## src/rtl/tx_packet_framer.sv

```systemverilog
// Transmit packet framer: payload FIFO plus a preamble/SFD/length/payload
// serializer emitting MSB-first dibits under a valid/ready handshake.
module tx_packet_framer #(
   parameter int          DEPTH     = 64,
   parameter int          PRE_BYTES = 4,
   parameter logic [7:0]  SFD       = 8'hA7,
   localparam int         AW        = $clog2(DEPTH),
   localparam int         CW        = AW + 1
) (
   input  logic          clk,
   input  logic          reset,
   input  logic          wr_en,
   input  logic [7:0]    wr_data,
   input  logic          len_wr_en,
   input  logic [7:0]    len_data,
   input  logic          tx_en,
   output logic [1:0]    sym_out,
   output logic          sym_valid,
   input  logic          sym_ready,
   output logic          busy,
   output logic          done,
   output logic [CW-1:0] fifo_count,
   output logic          fifo_full,
   output logic          fifo_empty,
   output logic          overflow,
   output logic          start_err,
   output logic          aborted
);

   typedef enum logic [2:0] {
      S_IDLE,
      S_PRE,
      S_SOF,
      S_LEN,
      S_PAY
   } state_t;

   state_t        state_q, state_d;
   logic [7:0]    shift_q, shift_d;
   logic [1:0]    dib_q, dib_d;
   logic [7:0]    cnt_q, cnt_d;
   logic [7:0]    len_q, len_d;
   logic [7:0]    cur_len_q, cur_len_d;
   logic          tx_en_q;
   logic          done_q, done_d;
   logic          ovf_q, ovf_d;
   logic          serr_q, serr_d;
   logic          abt_q, abt_d;
   logic [AW-1:0] wptr_q, wptr_d;
   logic [AW-1:0] rptr_q, rptr_d;
   logic [CW-1:0] count_q, count_d;
   logic [7:0]    mem_q [DEPTH];

   logic          full, rise, fall, len_ok;
   logic          push, pop, flush;
   logic [7:0]    head;

   assign full   = (count_q == CW'(DEPTH));
   assign rise   = tx_en & ~tx_en_q;
   assign fall   = ~tx_en & tx_en_q;
   assign len_ok = (len_q != 8'd0) && (32'(count_q) >= 32'(len_q));
   assign head   = mem_q[rptr_q];

   always_comb begin
      state_d   = state_q;
      shift_d   = shift_q;
      dib_d     = dib_q;
      cnt_d     = cnt_q;
      len_d     = len_q;
      cur_len_d = cur_len_q;
      done_d    = 1'b0;
      ovf_d     = ovf_q;
      serr_d    = serr_q;
      abt_d     = abt_q;
      wptr_d    = wptr_q;
      rptr_d    = rptr_q;
      count_d   = count_q;
      pop       = 1'b0;
      flush     = 1'b0;

      if (len_wr_en) len_d = len_data;

      if (state_q == S_IDLE) begin
         if (rise) begin
            if (len_ok) begin
               state_d   = S_PRE;
               shift_d   = 8'h55;
               dib_d     = 2'd0;
               cnt_d     = 8'd0;
               cur_len_d = len_q;
               ovf_d     = 1'b0;
               serr_d    = 1'b0;
               abt_d     = 1'b0;
            end else begin
               serr_d = 1'b1;
            end
         end
      end else if (fall) begin
         state_d = S_IDLE;
         flush   = 1'b1;
         abt_d   = 1'b1;
      end else if (sym_ready) begin
         if (dib_q != 2'd3) begin
            shift_d = {shift_q[5:0], 2'b00};
            dib_d   = dib_q + 2'd1;
         end else begin
            // next byte loads on the same edge as the last dibit transfer
            dib_d = 2'd0;
            cnt_d = cnt_q + 8'd1;
            unique case (state_q)
               S_PRE: begin
                  if (cnt_q == 8'(PRE_BYTES - 1)) begin
                     state_d = S_SOF;
                     shift_d = SFD;
                     cnt_d   = 8'd0;
                  end else begin
                     shift_d = 8'h55;
                  end
               end
               S_SOF: begin
                  state_d = S_LEN;
                  shift_d = cur_len_q;
               end
               S_LEN: begin
                  state_d = S_PAY;
                  shift_d = head;
                  pop     = 1'b1;
                  cnt_d   = 8'd0;
               end
               S_PAY: begin
                  if (cnt_q == cur_len_q - 8'd1) begin
                     state_d = S_IDLE;
                     done_d  = 1'b1;
                  end else begin
                     shift_d = head;
                     pop     = 1'b1;
                  end
               end
               default: ;
            endcase
         end
      end

      push = wr_en & ~full & ~flush;
      if (wr_en && full) ovf_d = 1'b1;

      if (flush) begin
         rptr_d  = wptr_q;
         count_d = '0;
      end else begin
         if (push) wptr_d = wptr_q + AW'(1);
         if (pop)  rptr_d = rptr_q + AW'(1);
         if (push && !pop)      count_d = count_q + CW'(1);
         else if (pop && !push) count_d = count_q - CW'(1);
      end
   end

   always_ff @(posedge clk or posedge reset) begin
      if (reset) begin
         state_q   <= S_IDLE;
         shift_q   <= '0;
         dib_q     <= '0;
         cnt_q     <= '0;
         len_q     <= '0;
         cur_len_q <= '0;
         tx_en_q   <= 1'b0;
         done_q    <= 1'b0;
         ovf_q     <= 1'b0;
         serr_q    <= 1'b0;
         abt_q     <= 1'b0;
         wptr_q    <= '0;
         rptr_q    <= '0;
         count_q   <= '0;
      end else begin
         state_q   <= state_d;
         shift_q   <= shift_d;
         dib_q     <= dib_d;
         cnt_q     <= cnt_d;
         len_q     <= len_d;
         cur_len_q <= cur_len_d;
         tx_en_q   <= tx_en;
         done_q    <= done_d;
         ovf_q     <= ovf_d;
         serr_q    <= serr_d;
         abt_q     <= abt_d;
         wptr_q    <= wptr_d;
         rptr_q    <= rptr_d;
         count_q   <= count_d;
      end
   end

   // storage needs no reset; occupancy is tracked by the pointers
   always_ff @(posedge clk) begin
      if (push) mem_q[wptr_q] <= wr_data;
   end

   assign busy       = (state_q != S_IDLE);
   assign sym_valid  = busy;
   assign sym_out    = busy ? shift_q[7:6] : 2'b00;
   assign done       = done_q;
   assign fifo_count = count_q;
   assign fifo_full  = full;
   assign fifo_empty = (count_q == '0);
   assign overflow   = ovf_q;
   assign start_err  = serr_q;
   assign aborted    = abt_q;

endmodule

```

## config.mk

```make
export PLATFORM = sky130hd
export DESIGN_NAME = tx_packet_framer
export DESIGN_NICKNAME = d
export VERILOG_FILES = /design/src/rtl/tx_packet_framer.sv
export SDC_FILE = /design/constraint.sdc
export NUM_CORES = 1
export LEC_CHECK = 0
export CAP_MARGIN = 10
export CORE_ASPECT_RATIO = 0.75
export CORE_MARGIN = 3
export CORE_UTILIZATION = 35
export CTS_BUF_LIST = sky130_fd_sc_hd__clkbuf_16
export CTS_CLUSTER_DIAMETER = 120
export CTS_CLUSTER_SIZE = 30
export DETAILED_ROUTE_END_ITERATION = 12
export PLACE_DENSITY_LB_ADDON = 0.05
export RECOVER_POWER = 100
export SLEW_MARGIN = 20
export SYNTH_ARGS = -nofsm -noshare
export SYNTH_HDL_FRONTEND = slang
export SYNTH_SLANG_ARGS = --single-unit
```

## constraint.sdc

```tcl
create_clock -name clk -period 9.2 [get_ports clk]
set_input_delay 1.84 -clock clk [delete_from_list [all_inputs] [get_ports clk]]
set_output_delay 1.84 -clock clk [all_outputs]
set_load 0.05 [all_outputs]
```

==> flow_summary.yaml <==
outcome:
  status: "complete, but fails checks"
  violations: "capacitance limit, slew limit"
route:
  post_drt_wl_per_cell_um: 28.9
  routed_via_density: 5.46
  dr_total_vias: 12500
  first_iter_violations: 1419
  ant_nets: 0
  drcViolationCount: 0
  routed_wl_mm: 65.9
  drtPass1Iterations: 5
critical_path:
  endpoint_kind: "async pin"
  required_ns: 8.64
  crit_path_start_kind: "input pin"
  path_class: "in -> async"
  crit_fanout: 61
  cp.arrival_ns: 4.95
sta:
  tightest_slew_ns: 3.66
  slew_violations: 622
  max_slew_margin_pct: -144
  fin_crit_ns: 5.50
  setup_viol: 0
  rsz0062_at_grt: "no"
  timing.fmax_mhz: 182
  finalClockSkew_ns: 0.0491
  holdWs_ns: 0.504
  hold_viol_final: 0
  setup_tns_ns: 0
  timing.final.crit_share_pct: 59.8
pwr:
  p_leak_uw: 0.00805
  power_density_nw_per_um2: 267
  vdd.ir_drop.worst_mv: 0.201
clock_network:
  cts_resized: 0
  cts-htree-levels: 1
  clk_pin_slew_ns: 0.13
  holdBufCountCts: 0
  post-cts-setup-buffer-count: 0
  cts_tree: "done"
  cts_max_path_buffers: 3
  cts_buffers: 23
  cts_root_buffer: "clkbuf_16"
  worstSkewPairLatency_ns: 0.61
  cts.sink_count: 573
synth:
  synth-edff-count: 512
  synth_flop_cell: "edfxtp_1"
  synth.area.top_cells: "edfxtp_1 65%, mux4_2 9.7%, dfrtp_1 6.4%, mux2i_1 2.1%, nor2_1 1.6%"
  synth_top_area_share_pct: 64.7
  syn_nets: 1415
  synth_area_per_cell_sq_um: 17.3
  synth-seq-cells: 573
  yosysSeqAreaShare_pct: 71.1
  synthArstFlopShare_pct: 10.6
  synthCells: 1374
  syn-cell-area_sq_um: 23800
  yosys_warnings: 0
  yosys.area.top_type: "edfxtp_1"
  synth.distinct_cells: 66
floorplanning:
  die_y_um: 232
  core.rowCount: 82
  fp.dieArea_sq_um: 71100
  start_util_pct: 35.5
  die_x_um: 307
  core-area_sq_um: 67000
  ios: 39
place:
  hpwl_mm: 41.8
  portBuffers: 38
  placedCellCount: 2240
  gp_congestion: 0.748
layout:
  drive_above_1_share_pct: 11.9
  fillers: 6167
  antennaDiodeCount: 0
  final_common_cell: "edfxtp_1"
  final_cells: 2282
  nets: 1424
  finish.utilization_pct: 38.1
  final_cell_mix: "512 x edfxtp_1, 102 x mux4_2, 101 x nor2_1, 76 x nand2_1, 59 x dfrtp_1"
  area_growth_pct: 7.50
grt:
  grt_pass1_vias: 12400
  gr-total-overflow: 0
  grt_pass1_wl_mm: 95.2
  grt_usage_pct: 18.5
  antenna_found_initial: 0
  grt_max_degree: 82
min_path:
  hold_class: "reg -> reg"
job:
  max_cap_viol_count: 10
==> where the power goes <==
group / internal, uW / switching, uW / leakage (uW)
clock network: 473 / 820 / 0.000390
registers: 3000 / 232 / 0.00536
logic: 888 / 1410 / 0.00230
==> path summary, 6_finish.rpt <==
path	depth (start not counted)	slack (ns)	start	end
hold / removal	2	0.50	aborted	aborted
setup / recovery	3	3.70	reset	rptr_q[1]
setup reg to reg	8	3.97	rptr_q[0]	shift_q[2]
max in group clk	5	3.83	state_q[0]	sym_out[1]
min in group asynchronous	3	3.04	reset	fifo_count[6]
hold reg to reg	2	0.50	aborted	aborted
==> through the flow <==
stage	cell area, sq um	worst slack [ns]	power (uW)
after detailed placement	24900	3.42	5610
final	25500	3.70	6820
after CTS	25600	4.08	6890
after floorplan	23800	4.85	4800
after global routing	25500	2.84	7150
after global placement	24900	3.56	5620
==> synth_stat cells, types with 11 or more instances <==
| library cell | instances |
|---|---|
| clkbuf_1 | 22 |
| nor3_1 | 20 |
| a22o_1 | 11 |
| a211oi_1 | 12 |
| buf_4 | 15 |
| dfrtp_1 | 61 |
| nor2b_1 | 12 |
| buf_2 | 19 |
| a221oi_1 | 12 |
| o21ai_0 | 54 |
| mux4_2 | 102 |
| and2_1 | 11 |
| inv_1 | 20 |
| mux2i_1 | 51 |
| a22oi_1 | 11 |
| nand2_1 | 76 |
| nor2_1 | 100 |
| ha_1 | 18 |
| edfxtp_1 | 512 |
| a21oi_1 | 39 |
| nand3_1 | 28 |
| xnor2_1 | 18 |
==> worst max-delay path, stage by stage <==
cell and delay [ns]:
dlygate4sd3_1 0.54, clkinv_1 0.05, clkbuf_1 2.49
==> metal layers <==
| layer | vias up | routed length [um] | global-route usage, % |
|---|---|---|---|
| met4 | 0 | 682 | 2.16 |
| li1 | 5467 | - | - |
| met5 | - | 0 | 0 |
| met3 | 37 | 3520 | 2.81 |
| met1 | 6629 | 33700 | 30.4 |
| met2 | 326 | 28000 | 26.6 |
==> cell families (layout without fill, tap and decap cells) <==
family | count (synthesis) | count (layout) | share of synthesized area [%]
flops | 573 | 573 | 71.1
simple gates | 305 | 305 | 6.13
compound gates | 191 | 191 | 5.31
mux | 171 | 171 | 13.3
buf+inv | 91 | 117 | 2.20
xor+xnor | 24 | 24 | 0.885
fa+ha+maj | 19 | 19 | 1.03
==> sequential cells by signal (all words and copies together) (netlist names), 3 cells and up <==
signal,count
shift_q,8
state_q,3
rptr_q,6
cnt_q,8
len_q,8
cur_len_q,8
wptr_q,6
fifo_count,7
mem_q,512
==> final cells by class <==
class	count	area (sq um)	share of cell area, %
tap	882	1100	4.32
timing repair buffer	55	458	1.79
multi-input combinational	710	6320	24.8
sequential	573	16900	66.2
clock inverter	19	103	0.402
clock buffer	23	576	2.25
inverter	20	75.1	0.294
No activity file was read; power rests on OpenSTA's default activity.
